[src/rtl/delay_line_var.sv]
`default_nettype none
// ============================================================================
// delay_line_var : multi-lane register delay line, run-time tap 1..MAX_LATENCY
// Option macro DELAY_LINE_VAR_DATA_RESET_EN : data stages also cleared by arst_i
// Revision: 1.0
// ============================================================================
module delay_line_var #(
  parameter int WIDTH           = 32,
  parameter int CHANNELS        = 2,
  parameter int MAX_LATENCY     = 8,
  parameter int DEFAULT_LATENCY = 4,
  parameter int LAT_W           = 8
) (
  input  logic                      clk_i,
  input  logic                      arst_i,
  input  logic                      ena_i,
  input  logic [LAT_W-1:0]          lat_sel_i,
  input  logic [WIDTH*CHANNELS-1:0] din_i,
  input  logic                      din_valid_i,
  output logic [WIDTH*CHANNELS-1:0] dout_o,
  output logic                      dout_valid_o,
  output logic [LAT_W-1:0]          lat_cur_o,
  output logic                      settled_o,
  output logic                      lat_err_o
);

  localparam int DW = WIDTH * CHANNELS;

  typedef enum logic [0:0] {
    S_FILL = 1'b0,
    S_RUN  = 1'b1
  } state_e;

  state_e                 state_q;
  logic [LAT_W-1:0]       fill_cnt_q;
  logic [LAT_W-1:0]       lat_cur_q;
  logic                   settled_q;
  logic                   lat_err_q;
  logic [MAX_LATENCY-1:0] valid_q;
  logic [MAX_LATENCY-1:0] valid_d;

`ifdef DELAY_LINE_VAR_DATA_RESET_EN
  logic [DW-1:0]          data_q [MAX_LATENCY];
`else
  logic [DW-1:0]          data_q [MAX_LATENCY] = '{default: '0};
`endif

  logic [LAT_W-1:0]       lat_eff;
  logic                   lat_clamp;
  logic                   lat_chg;

  // Clamp first so an out-of-range request that lands on lat_cur is not a change.
  always_comb begin
    lat_eff   = lat_sel_i;
    lat_clamp = 1'b0;
    if (lat_sel_i == '0) begin
      lat_eff   = LAT_W'(1);
      lat_clamp = 1'b1;
    end else if (lat_sel_i > LAT_W'(MAX_LATENCY)) begin
      lat_eff   = LAT_W'(MAX_LATENCY);
      lat_clamp = 1'b1;
    end
  end

  assign lat_chg = (lat_eff != lat_cur_q);

  // A latency change kills every in-flight valid except the one entering stage 0.
  always_comb begin
    valid_d = valid_q;
    if (ena_i) begin
      valid_d = {valid_q[MAX_LATENCY-2:0], din_valid_i};
    end
    if (lat_chg) begin
      valid_d[MAX_LATENCY-1:1] = '0;
      if (!ena_i) begin
        valid_d[0] = 1'b0;
      end
    end
  end

  always_ff @(posedge clk_i or posedge arst_i) begin
    if (arst_i) begin
      state_q    <= S_FILL;
      fill_cnt_q <= '0;
      settled_q  <= 1'b0;
      lat_cur_q  <= LAT_W'(DEFAULT_LATENCY);
      lat_err_q  <= 1'b0;
      valid_q    <= '0;
    end else begin
      lat_err_q <= lat_clamp;
      valid_q   <= valid_d;
      if (lat_chg) begin
        lat_cur_q  <= lat_eff;
        state_q    <= S_FILL;
        fill_cnt_q <= '0;
        settled_q  <= 1'b0;
      end else if (ena_i) begin
        case (state_q)
          S_FILL: begin
            if (fill_cnt_q == lat_cur_q - LAT_W'(1)) begin
              state_q   <= S_RUN;
              settled_q <= 1'b1;
            end else begin
              fill_cnt_q <= fill_cnt_q + LAT_W'(1);
            end
          end
          S_RUN: begin
            settled_q <= 1'b1;
          end
          default: begin
            state_q   <= S_FILL;
            settled_q <= 1'b0;
          end
        endcase
      end
    end
  end

`ifdef DELAY_LINE_VAR_DATA_RESET_EN
  always_ff @(posedge clk_i or posedge arst_i) begin
    if (arst_i) begin
      for (int i = 0; i < MAX_LATENCY; i++) begin
        data_q[i] <= '0;
      end
    end else if (ena_i) begin
      data_q[0] <= din_i;
      for (int i = 1; i < MAX_LATENCY; i++) begin
        data_q[i] <= data_q[i-1];
      end
    end
  end
`else
  always_ff @(posedge clk_i) begin
    if (ena_i) begin
      data_q[0] <= din_i;
      for (int i = 1; i < MAX_LATENCY; i++) begin
        data_q[i] <= data_q[i-1];
      end
    end
  end
`endif

  // Tap mux straight off the stage registers: lat_cur stages of latency, no output flop.
  always_comb begin
    dout_o       = data_q[0];
    dout_valid_o = valid_q[0];
    for (int i = 0; i < MAX_LATENCY; i++) begin
      if (lat_cur_q == LAT_W'(i + 1)) begin
        dout_o       = data_q[i];
        dout_valid_o = valid_q[i];
      end
    end
  end

  assign lat_cur_o = lat_cur_q;
  assign settled_o = settled_q;
  assign lat_err_o = lat_err_q;

endmodule
`default_nettype wire

[config.mk]
export PLATFORM = sky130hd
export DESIGN_NAME = delay_line_var
export DESIGN_NICKNAME = d
export VERILOG_FILES = /design/src/rtl/delay_line_var.sv
export SDC_FILE = /design/constraint.sdc
export NUM_CORES = 1
export LEC_CHECK = 0
export CAP_MARGIN = 20
export CELL_PAD_IN_SITES_DETAIL_PLACEMENT = 0
export CELL_PAD_IN_SITES_GLOBAL_PLACEMENT = 1
export CORE_MARGIN = 2
export CORE_UTILIZATION = 40
export DETAILED_ROUTE_END_ITERATION = 16
export GPL_TIMING_DRIVEN = 1
export PLACE_DENSITY_LB_ADDON = 0.1
export SYNTH_ARGS = -nofsm -noshare
export SYNTH_HDL_FRONTEND = slang
export SYNTH_SLANG_ARGS = --single-unit
[constraint.sdc]
create_clock -name clk_i -period 3.6 [get_ports clk_i]
set_input_delay 0.54 -clock clk_i [delete_from_list [all_inputs] [get_ports clk_i]]
set_output_delay 0.54 -clock clk_i [all_outputs]
set_load 0.05 [all_outputs]
==> impl_metrics.ini <==
[synth]
yosysWarnings = 0
synth_async_sr_flop_share_pct = 5.01
postSynthCellCount = 1786
synth_ff_type = edfxtp_1
mappedNetlistArea_um2 = 22500
synth_top_area_share_pct = 68.4
avgSynthCellArea_um2 = 12.6
synth_seq_cells = 539
synth_edf_count = 512
netlist_top_cells_area = edfxtp_1, nor2_1, a31oi_1, a21oi_1, o21ai_0
synth-seq-area-share_pct = 71.4
synth_cell_type_count = 54
yosys.area.top_type = edfxtp_1

[clock_tree]
cts_root_buffer = clkbuf_16
cts_tree = done
clockBufferDepth = 3
clock_sinks = 539
cts_hold_buf = 0
cts_buffers = 60
clk_latency_ps = 610
htreeDepth = 2
path_clk_slew_ps = 60

[global_routing]
grtUsageMet2_pct = 33.2
gr-total-overflow = 0
antenna_found_initial = 1
grt_pass1_wl_um = 92500
grt.total_usage_pct = 21.1
grt_util_met3_pct = 3.64
grt.busiest_layer = met2
grt_pass1_vias = 14900
grtUsageMet1_pct = 29.7
grt_max_degree = 150

[worst_setup_path]
reg2reg_slack_ps = 400
cp_cell_sequence = or3_4 > nor4_4 > buf_6 > buf_6 > nor2_1 > a31oi_1 > o211ai_1 > a211oi_2 > buf_12
critPathTopFamily = compound AO/OA/AOI/OAI gates
crit_cells = 9
r2r_start = lat_cur_o[2]
critPathBufInv = 3
slowest_delay_ps = 460
cp_max_fo = 9
arrival_ps = 3050
r2r_cells = 7
critPathSlowestCell = a211oi_2
crit_path_start_kind = flop
required_ps = 3060
r2r_end = fill_cnt_q[6]
endpoint_kind = primary output
crit_type = flop to primary output
crit_top_cell = buf_6

[place]
placed_area_um2 = 26200
place_hpwl_um = 33600
place_worst_setup_slack_ps = 342
place_inst = 2610
io_buffers = 150
place.gp.congestion = 0.746

[power_and_ir_drop]
irDropWorstVdd_v = 0.000374
p_comb_share_pct = 8.9
power.share.switching_pct = 23.1
clockPowerShare_pct = 40.9
total_leakage_power_nw = 9.96
power.switching_mw = 3.45
power_density_nw_per_um2 = 520
internal_power_mw = 11.5
seq_power_share_pct = 50.3

[hold_path]
hold_class = input port to asynchronous set/reset pin

[floorplanning]
initial_core_util_pct = 40.7
dieArea_um2 = 58100
rows = 86
ioPinCount = 151
dieHeight_um = 241
die_w_um = 241
core_um2 = 55300

[drt]
drcViolationCount = 0
vias_per_cell = 5.48
wirelength_um = 61400
ant_nets = 0
vias = 15100
drtIter0Drc = 1466
wire_per_inst_um = 22.3
dr.pass1.iters = 5

[timing]
clock.fmax_mhz = 278
hold_violations = 0
worst_slack_ps = 8.72
worst_pin_slew_ps = 946
rsz0062_at_grt = yes
finalSetupViolCount = 0
fin_skew_ps = 14.7
relSlewSlack_pct = 36.9
finalCriticalPeriod_ps = 3590
period_share_pct = 99.8
slew_violations = 0

[layout]
drive_gt1_share_pct = 17.4
diodes = 0
final_common_cell = edfxtp_1
final_area_um2 = 28700
final_nets = 2036
final_cell_mix = edfxtp_1, nor2_1, a21oi_1, o21ai_0, a31oi_1
syn2layout_area_growth_pct = 27.5
fin_util_pct = 51.8
fin_cells = 2751

[job]
cap_viol_max_count = 0

[run_status]
status = finished clean
## through the flow
step / hold slack [ps] / TNS, ps / total power, mW
2_1_floorplan: 426 / 0 / 8.18
3_3_place_gp: 428 / 0 / 8.91
3_5_place_dp: 432 / 0 / 8.94
4_1_cts: 275 / -53.7 / 15.1
5_1_grt: 315 / -1350 / 15.5
6_report: 289 / 0 / 14.9
## logic make-up after synthesis
| kind of cell | share of synthesized area, % |
|---|---|
| AO/OA/AOI/OAI | 12.5 |
| XOR/XNOR | 0.506 |
| adder cells (fa/ha/maj) | 0.278 |
| buffers and inverters | 3.48 |
| flip-flops | 71.4 |
| multiplexers | 0.451 |
| other | 0.0167 |
| AND/OR/NAND/NOR | 11.4 |
## flip-flops by register name, indices dropped and copies added, names as in the netlist
signal	count
lat_err_o	1
valid_q	8
state_q	1
lat_cur_o	8
fill_cnt_q	8
settled_o	1
data_q	512
## power groups by stage
stage | sequential (mW) | combinational (mW) | clock [mW]
floorplan | 7.57 | 0.610 | 0
global placement | 7.61 | 1.30 | 0
detailed placement | 7.63 | 1.30 | 0
CTS | 7.50 | 1.33 | 6.25
global route | 7.55 | 1.41 | 6.50
finish | 7.50 | 1.32 | 6.10
## metal layers
metal	wire (um)	share of wire, %	vias up
met5	0	0	-
met4	1900	3.1	0
met2	28700	47	479
met3	3460	5.6	105
li1	-	-	7015
met1	27300	45	7470
## area by class of cell
class	instances	area, um2
clock buffer	80	1640
clock inverter	30	289
fill	4758	26600
inverter	72	270
multi-input combinational	1049	6260
sequential	539	16100
tap	748	936
timing repair buffer	233	3220
## timing repair
item                                    CTS  global route
cloned                                    4             1
pin swaps                                10            29
resized for setup                        22            21
endpoints found under the setup margin   65            62
buffers inserted                         20             7
endpoints found under the hold margin     0             0
## cell usage after synthesis, types with 5 or more instances
library cell and count:
nor2_1 274, a211oi_1 7, nor2b_1 62, nand3_1 8, ha_1 5, mux2i_1 9
xnor2_1 9, edfxtp_1 512, nor3b_1 63, dfrtp_1 26, nand2_1 17, a21oi_1 138
a31oi_1 125, o21ai_1 6, o21ai_0 133, nor3_1 64, clkbuf_1 119, buf_1 6
inv_1 72, o22ai_1 67
## worst max path at each step
stage | start | end | slack (ps)
after floorplan | lat_cur_o[4] | dout_o[62] | 70
after global placement | lat_cur_o[4] | dout_o[43] | 380
after detailed placement | lat_sel_i[7] | fill_cnt_q[4] | 340
after CTS | lat_cur_o[5] | dout_o[50] | -20
after global routing | lat_cur_o[5] | dout_o[14] | -90
final | lat_cur_o[5] | dout_o[50] | 9
(Power assumes the default switching activity.)
